**config.mk**
```make
export PLATFORM = sky130hd
export DESIGN_NAME = run_ctrl
export DESIGN_NICKNAME = d
export VERILOG_FILES = /design/src/rtl/run_ctrl_pkg.sv /design/src/rtl/run_ctrl_pc_stall_detect.sv /design/src/rtl/run_ctrl.sv
export SDC_FILE = /design/constraint.sdc
export NUM_CORES = 1
export LEC_CHECK = 0
export CORE_UTILIZATION = 51
export DETAILED_ROUTE_END_ITERATION = 16
export GPL_ROUTABILITY_DRIVEN = 0
export GPL_TIMING_DRIVEN = 0
export MAX_ROUTING_LAYER = met4
export PLACE_DENSITY = 0.77
export SYNTH_ARGS = -nofsm -noshare
export SYNTH_HDL_FRONTEND = slang
export SYNTH_SLANG_ARGS = --single-unit
```
**constraint.sdc**
```tcl
create_clock -name clk -period 2.8 [get_ports clk]
set_input_delay 0.42 -clock clk [delete_from_list [all_inputs] [get_ports clk]]
set_output_delay 0.42 -clock clk [all_outputs]
set_load 0.01 [all_outputs]
```
**src/rtl/run_ctrl_pkg.sv**
```systemverilog
// run_ctrl_pkg: shared types for the run controller.
//   state_t  - run controller FSM states
//   status_t - packed {done, timed_out} status encoding and its three legal values
//   cw()     - counter width helper (never returns 0)
package run_ctrl_pkg;

    typedef enum logic [2:0] {
        IDLE,
        RST_HOLD,
        RUN,
        HALTED,
        TIMEOUT
    } state_t;

    typedef struct packed {
        logic done;
        logic timed_out;
    } status_t;

    localparam status_t STAT_CLEAR = '{done: 1'b0, timed_out: 1'b0};
    localparam status_t STAT_HALT  = '{done: 1'b1, timed_out: 1'b0};
    localparam status_t STAT_TOUT  = '{done: 1'b1, timed_out: 1'b1};

    // Bits needed to hold values 0..n-1, at least one bit.
    function automatic int cw(input int n);
        return (n > 1) ? $clog2(n) : 1;
    endfunction

endpackage

```
**src/rtl/run_ctrl_pc_stall_detect.sv**
```systemverilog
// pc_stall_detect: detects a PC self-loop held for HALT_HOLD samples.
//   clk, reset  - clock, async active-low reset
//   clr         - clears last_pc and the repeat counter (new run)
//   sample      - pc is a valid, enabled sample this cycle
//   pc          - observed PC
//   halt        - combinational pulse: this sample completes the self-loop
module pc_stall_detect
    import run_ctrl_pkg::*;
#(
    parameter int PC_W      = 32,
    parameter int HALT_HOLD = 4
) (
    input  logic            clk,
    input  logic            reset,
    input  logic            clr,
    input  logic            sample,
    input  logic [PC_W-1:0] pc,
    output logic            halt
);

    localparam int RW = cw(HALT_HOLD);
    localparam logic [RW-1:0] REP_MAX = RW'(HALT_HOLD - 1);

    logic [PC_W-1:0] last_pc;
    logic [RW-1:0]   rep;
    logic            same;

    assign same = (pc == last_pc);
    assign halt = sample && same && (rep == REP_MAX);

    always_ff @(posedge clk or negedge reset) begin
        if (!reset) begin
            last_pc <= '0;
            rep     <= '0;
        end else if (clr) begin
            last_pc <= '0;
            rep     <= '0;
        end else if (sample) begin
            last_pc <= pc;
            if (!same)
                rep <= '0;
            else if (rep != REP_MAX)
                rep <= rep + 1'b1;   // saturate; the halt fires at REP_MAX anyway
        end
    end

endmodule

```
**src/rtl/run_ctrl.sv**
```systemverilog
// run_ctrl: run controller for the CPU core. Holds the core in reset for
// RST_CYCLES after start, then counts enabled cycles until the PC self-loops
// (halt) or the MAX_CYCLES budget runs out (timeout).
// Optional build macro: RUN_CTRL_STEP_EN adds step_mode/step single-step inputs.
// Ports:
//   clk, reset        - clock, async active-low reset
//   start             - one-cycle launch pulse (ignored in RST_HOLD/RUN)
//   pc, pc_valid      - observed PC and its valid qualifier
//   step_mode, step   - (RUN_CTRL_STEP_EN only) single-step control
//   core_rst, core_en - core reset / clock enable
//   running, done, timed_out - status (done/timed_out sticky until next start)
//   cycle_cnt         - enabled cycles executed in RUN
//   halt_pc           - PC at which halt was detected
module run_ctrl
    import run_ctrl_pkg::*;
#(
    parameter int PC_W       = 32,
    parameter int CNT_W      = 32,
    parameter int RST_CYCLES = 1,
    parameter int MAX_CYCLES = 2000,
    parameter int HALT_HOLD  = 4
) (
    input  logic             clk,
    input  logic             reset,
    input  logic             start,
    input  logic [PC_W-1:0]  pc,
    input  logic             pc_valid,
`ifdef RUN_CTRL_STEP_EN
    input  logic             step_mode,
    input  logic             step,
`endif
    output logic             core_rst,
    output logic             core_en,
    output logic             running,
    output logic             done,
    output logic             timed_out,
    output logic [CNT_W-1:0] cycle_cnt,
    output logic [PC_W-1:0]  halt_pc
);

    localparam int HW = cw(RST_CYCLES);
    localparam logic [HW-1:0]    HOLD_LAST = HW'(RST_CYCLES - 1);
    localparam logic [CNT_W-1:0] CNT_LAST  = CNT_W'(MAX_CYCLES - 1);

    state_t            state_q, state_d;
    logic [HW-1:0]     hold_q, hold_d;
    logic [CNT_W-1:0]  cnt_q, cnt_d;
    status_t           stat_q, stat_d;
    logic [PC_W-1:0]   hpc_q, hpc_d;
    logic              rst_q, rst_d;
    logic              en_q, en_d;
    logic              run_q, run_d;

    logic step_mode_i, step_i;
`ifdef RUN_CTRL_STEP_EN
    assign step_mode_i = step_mode;
    assign step_i      = step;
`else
    assign step_mode_i = 1'b0;
    assign step_i      = 1'b0;
`endif

    logic launch, run_en, sample, halt, tout;

    assign launch = start && (state_q == IDLE || state_q == HALTED || state_q == TIMEOUT);
    assign run_en = (state_q == RUN) && en_q;
    assign sample = run_en && pc_valid;
    assign tout   = run_en && (cnt_q == CNT_LAST);

    pc_stall_detect #(
        .PC_W      (PC_W),
        .HALT_HOLD (HALT_HOLD)
    ) u_stall (
        .clk    (clk),
        .reset  (reset),
        .clr    (launch),
        .sample (sample),
        .pc     (pc),
        .halt   (halt)
    );

    always_comb begin
        state_d = state_q;
        hold_d  = hold_q;
        cnt_d   = cnt_q;
        stat_d  = stat_q;
        hpc_d   = hpc_q;
        rst_d   = rst_q;
        en_d    = en_q;
        run_d   = run_q;
        case (state_q)
            IDLE, HALTED, TIMEOUT: begin
                if (launch) begin
                    state_d = RST_HOLD;
                    hold_d  = '0;
                    cnt_d   = '0;
                    stat_d  = STAT_CLEAR;
                    rst_d   = 1'b1;
                    en_d    = 1'b1;
                    run_d   = 1'b0;
                end
            end
            RST_HOLD: begin
                if (hold_q == HOLD_LAST) begin
                    state_d = RUN;
                    rst_d   = 1'b0;
                    run_d   = 1'b1;
                    en_d    = !step_mode_i || step_i;
                end else begin
                    hold_d = hold_q + 1'b1;
                end
            end
            RUN: begin
                if (run_en)
                    cnt_d = cnt_q + 1'b1;
                // In step mode a pulse grants one enable cycle; a pulse seen
                // during that cycle is dropped.
                en_d = !step_mode_i || (step_i && !en_q);
                if (halt) begin
                    state_d = HALTED;
                    stat_d  = STAT_HALT;
                    hpc_d   = pc;
                    en_d    = 1'b0;
                    run_d   = 1'b0;
                end else if (tout) begin
                    state_d = TIMEOUT;
                    stat_d  = STAT_TOUT;
                    en_d    = 1'b0;
                    run_d   = 1'b0;
                end
            end
            default: begin
                state_d = IDLE;
                rst_d   = 1'b1;
                en_d    = 1'b0;
                run_d   = 1'b0;
            end
        endcase
    end

    always_ff @(posedge clk or negedge reset) begin
        if (!reset) begin
            state_q <= IDLE;
            hold_q  <= '0;
            cnt_q   <= '0;
            stat_q  <= STAT_CLEAR;
            hpc_q   <= '0;
            rst_q   <= 1'b1;
            en_q    <= 1'b0;
            run_q   <= 1'b0;
        end else begin
            state_q <= state_d;
            hold_q  <= hold_d;
            cnt_q   <= cnt_d;
            stat_q  <= stat_d;
            hpc_q   <= hpc_d;
            rst_q   <= rst_d;
            en_q    <= en_d;
            run_q   <= run_d;
        end
    end

    assign core_rst  = rst_q;
    assign core_en   = en_q;
    assign running   = run_q;
    assign done      = stat_q.done;
    assign timed_out = stat_q.timed_out;
    assign cycle_cnt = cnt_q;
    assign halt_pc   = hpc_q;

endmodule

```
# Yosys cells after proc, flatten, opt, wreduce, memory -nomap -nowiden
# Cells that the tools add are included.
[word_totals] register_bits=107 in_bits=36 word_cells=80 output_inout_bits=69
[op_classes] n_reduce_logical=21 n_eq_ne=13 n_mux=31 bitwise=1 add_sub_neg=3
[ops] cell="2-to-1 mux 32 bit" count=4
[ops] cell="case mux 32 bit (2 select lines)" count=1
[ops] cell="adder 32 x 1 -> 32 bit, second input constant" count=1
[ops] cell="equality test 32 x 11 -> 1 bit, second input constant" count=1
[ops] cell="equality test 32 bit" count=1
[ops] cell="2-to-1 mux 2 bit" count=7
[ops] cell="2-to-1 mux 3 bit" count=4
[ops] cell="AND reduction 3 bit" count=4
[ops] cell="2-to-1 mux 1 bit" count=9
[ops] cell="case mux 1 bit (3 select lines)" count=3
[ops] cell="case mux 3 bit (3 select lines)" count=1
[ops] cell="inequality test 2 bit, second input constant" count=4
[ops] cell="AND reduction 2 bit" count=4
[ops] cell="equality test 3 x 2 -> 1 bit, second input constant" count=2
[ops] cell="logical AND 1 bit" count=6
[ops] cell="inequality test 3 bit, second input constant" count=2
[ops] cell="nonzero test 2 bit" count=3
[ops] cell="case mux 2 bit (2 select lines)" count=1
[ops] cell="equality test 3 x 1 -> 1 bit, second input constant" count=1
[ops] cell="equality test 3 bit, second input constant" count=1
[ops] cell="logical NOT 3 bit" count=1
[ops] cell="OR reduction 3 bit" count=1
[ops] cell="adder 2 x 1 -> 2 bit, second input constant" count=1
[ops] cell="equality test 2 bit, second input constant" count=1
[ops] cell="other kinds (4)" count=5

# Longest topological paths before layout
[logic_depth] ltp_word=7 depth_mapped=8 mapped_depth_nobuf=6

# Hierarchy
# Synthesis repeated with hierarchy kept, for this count alone.
[hier_totals] cells_unflattened=469 hier_area_um2=5136.2
[by_module_without_submodules] mod="run_ctrl" seq_area_each_um2=1803.0 n_inst=1 area_per_inst_um2=3383.2 cells_each=309
[by_module_without_submodules] mod="pc_stall_detect" seq_area_each_um2=850.8 n_inst=1 area_per_inst_um2=1752.9 cells_each=160

# Least setup slack after synthesis
# OpenSTA, ideal clock, no wires.
[synth_timing] kind="input port to flip-flop" start="input port start" end="register cnt_q[27] (netlist: cycle_cnt[27])" slack_ns=0.601 t_arrival_ns=2.120 path_stages=8 path_buffers=3 required_ns=2.721 cell_sequence="buf_2 > mux2_1 > a21oi_2 > or4b_1 > buf_2 > buf_2 > nor4_2 > mux2i_1"
[synth_via] elab_chain_len=3
[synth_rtl] element="start: declaration" line_no="run_ctrl.sv:25" source="input logic start,"
[synth_rtl] element="logical AND 1 bit" line_no="run_ctrl.sv:65" source="assign launch = start && (state_q == IDLE || state_q == HALTED || state_q == TIMEOUT);"
[synth_rtl] element="inequality test 2 bit (no source line)"
[synth_rtl] element="AND reduction 3 bit (no source line)"
[synth_rtl] element="end signal: assignment" line_no="run_ctrl.sv:154" source="cnt_q <= cnt_d;"
[synth_rtl] element="end: declaration" line_no="run_ctrl.sv:47" source="logic [CNT_W-1:0] cnt_q, cnt_d;"
# No other way between the ends.
# A chain may end at the register's enable or synchronous reset.

# Final worst setup path
# Ends and elaborated chain as after synthesis.

==> results.md <==
- Status: finished clean
- Root buf cell: clkbuf_8
- Via density: roughly 5.8
- Max Slew Vio Count: 0
- Hold/Removal Path Class: input pin to asynchronous set/reset pin
- Cell count after synthesis: roughly 440
- Relative slew slack: 0.614
- EDFF count, synth: 0
- I/O Pins: 105
- Setup ws final: about 170 ps
- Std-Cell Rows: 35
- Yosys top cell area share: 0.529
- Fin Setup TNS: 0 ps
- Synth cell types: 53
- Fin Clk Skew: between 10 and 15 ps
- H-tree levels: 3
- Fraction of registers with async set or reset after synthesis: 1.00
- Avg Inst Size Synth: 11.4 um2
- Place WS: -286 ps
- CP endpoint kind: flop
- Share of cells above drive strength 1: 0.120
- Vias post-DR: around 4000
- GRT Total Usage: 0.253
- IO buf count: ~100
- Buffer depth of the longest clock path: 2
- Max Cap Viol: 0
- CTS buffer count: 9
- Antenna-violating nets left: 0
- CTS clock-pin slew for the worst setup and hold paths: roughly 100 ps
- Worst ir drop on vdd: 0.381 mV
- Initial Util: 0.533
- Core area: ~0.0093 mm2
- Crit Path Category: input pin to flop
- Register area share after synthesis: 0.534
- DR WL/cell: 16.9 um
- Post-Syn Area: between 0.004 and 0.005 mm2
- Drt total wl: about 12000 um
- Die width: slightly above 100 um
- Lkg Pwr: around 2.7 nW
- Global-route wire length before repair: slightly below 20000 um
- Flops & latches, synth: around 110
- Largest net degree at the start of global routing: 65
- Fmax: approximately 380 MHz
- Clock Latency Late Sink: around 360 ps
- Finished Layout Cells: 687
- Syn_nets: 475
- Nets: roughly 600
- Required @ worst endpoint: approximately 3000 ps
- Cell Pwr Density: just under 700 mW/mm2
- Vias in the first global route: about 3900
- Leading area contributor after synthesis: dfrtp_1
- Final Hold Fails: 0
- CTS tree: yes
- Crit path max fanout: 10
- Die area: roughly 0.010 mm2
- Fillcell total: between 700 and 800
- Reg2reg path depth: 8
- Most common cell after layout, fill and taps aside: dfrtp_1
- Actual slew at the worst max-slew pin: slightly below 600 ps
- Synth warn: 0
- Detailed Routing Iterations Pass 1: 4
- Total clock sinks: 106
- DRC Markers: 0
- # hold bufs at CTS: 0
- Startpoint types: input pin
- RSZ-0062 raised after global routing: no
- Inst Count DP: about 670
- Main synth FF type: dfrtp_1
- Overall power: 4.33 mW
- ANT cells: 0
- Min cycle time layout: 2630 ps
- Synth top area cells: dfrtp_1, mux2_2, a22o_1, xor2_1, a21oi_1
- Fin crit share: 0.940
- Initial DRC count: 138
- Initial antenna violation count: 0
- Area grow syn2layout: 29.0%
- Final Setup Violations: 0
- Final core occ: 0.687
- Most frequent cells in the layout: dfrtp_1, clkdlybuf4s50_1, a22o_1, xor2_1, mux2_2
- Die Y: roughly 100 um
- DP HPWL: between 8000 and 9000 um
- Arr. time, crit path: 2920 ps
- Remaining Overflow, GRT: 0
==> what timing repair did <==
item / in CTS / in global routing
gates resized for setup: 0 / 5
setup endpoints to repair: 0 / 15
setup buffers: 0 / 0
==> Yosys cell counts (all sizes together) (3+ instances only) <==
library cell	n
mux2	33
nand4	6
or4	6
nand3	11
o31ai	4
and3	4
a22o	32
or3	16
xnor2	10
clkbuf	17
nor3	5
nor4	19
inv	7
nor2	15
buf	9
nand2	19
a21oi	23
o21ai	19
nand2b	5
xor2	32
dfrtp	105
nand3b	3
nor2b	5
==> cell type report <==
type,instances,area (um2),share of cell area
sequential,106,2650,0.414
multi-input combinational,298,2190,0.341
timing repair buffer,105,1070,0.166
tap,129,161,0.0252
clock buffer,9,124,0.0193
buffer,26,114,0.0178
clock inverter,7,76.3,0.0119
inverter,7,26.3,0.00410
==> report_power, final <==
part           switching [mW]  internal (mW)
clock network           0.539          0.420
logic                   0.667          0.603
registers               0.259           1.84
total                    1.47           2.86
==> stage by stage <==
step / hold WS [ps] / cell area [um2]
final: 50.3 / 6410
after global routing: 85.9 / 6410
after CTS: 54.7 / 6400
after detailed placement: 461 / 6200
after global placement: 488 / 6170
after floorplan: 124 / 4970
==> per-layer routing <==
| layer | GRT usage | vias up | wire, um |
|---|---|---|---|
| met4 | 0.0725 | 0 | 112 |
| met3 | 0.0291 | 10 | 534 |
| met2 | 0.401 | 122 | 5670 |
| li1 | - | 1844 | - |
| met5 | - | - | 0 |
| met1 | 0.349 | 1976 | 5320 |
==> state kept, by name, summed over array words and instances (netlist names) <==
| signal | flops |
|---|---|
| core_en | 1 |
| core_rst | 1 |
| cycle_cnt | 32 |
| done | 1 |
| halt_pc | 32 |
| running | 1 |
| state_q | 3 |
| timed_out | 1 |
| u_stall.last_pc | 32 |
| u_stall.rep | 2 |
==> worst paths after layout <==
kind	start	to	slack [ps]
min in group clk	halt_pc[8]$_DFFE_PN0P_	halt_pc[8]$_DFFE_PN0P_	510
worst max-delay path	start	cycle_cnt[27]$_DFFE_PN0P_	170
max in group asynchronous	reset	u_stall.last_pc[7]$_DFFE_PN0P_	2040
worst max register to register	state_q[2]$_DFFE_PN0P_	cycle_cnt[27]$_DFFE_PN0P_	300
worst min-delay path	reset	cycle_cnt[13]$_DFFE_PN0P_	50
worst min register to register	halt_pc[8]$_DFFE_PN0P_	halt_pc[8]$_DFFE_PN0P_	510
==> cell families after synthesis <==
| family | count (synthesis) | synth area share |
|---|---|---|
| and+or+nand+nor | 126 | 0.151 |
| DFF | 106 | 0.534 |
| muxes | 35 | 0.0788 |
| AOI/OAI and AO/OA | 93 | 0.130 |
| adders and majority gates | 2 | 0.00503 |
| xor gates and xnor gates | 42 | 0.0740 |
| buffers and inverters | 33 | 0.0267 |
==> critical path: stages <==
cell and delay (ps):
clkdlybuf4s50_1 510, buf_2 220, mux2_1 180, a21oi_2 130, or4b_1 560, buf_2 180, buf_2 200, nor4_2 320
mux2i_1 210
(Power assumes the default switching activity.)
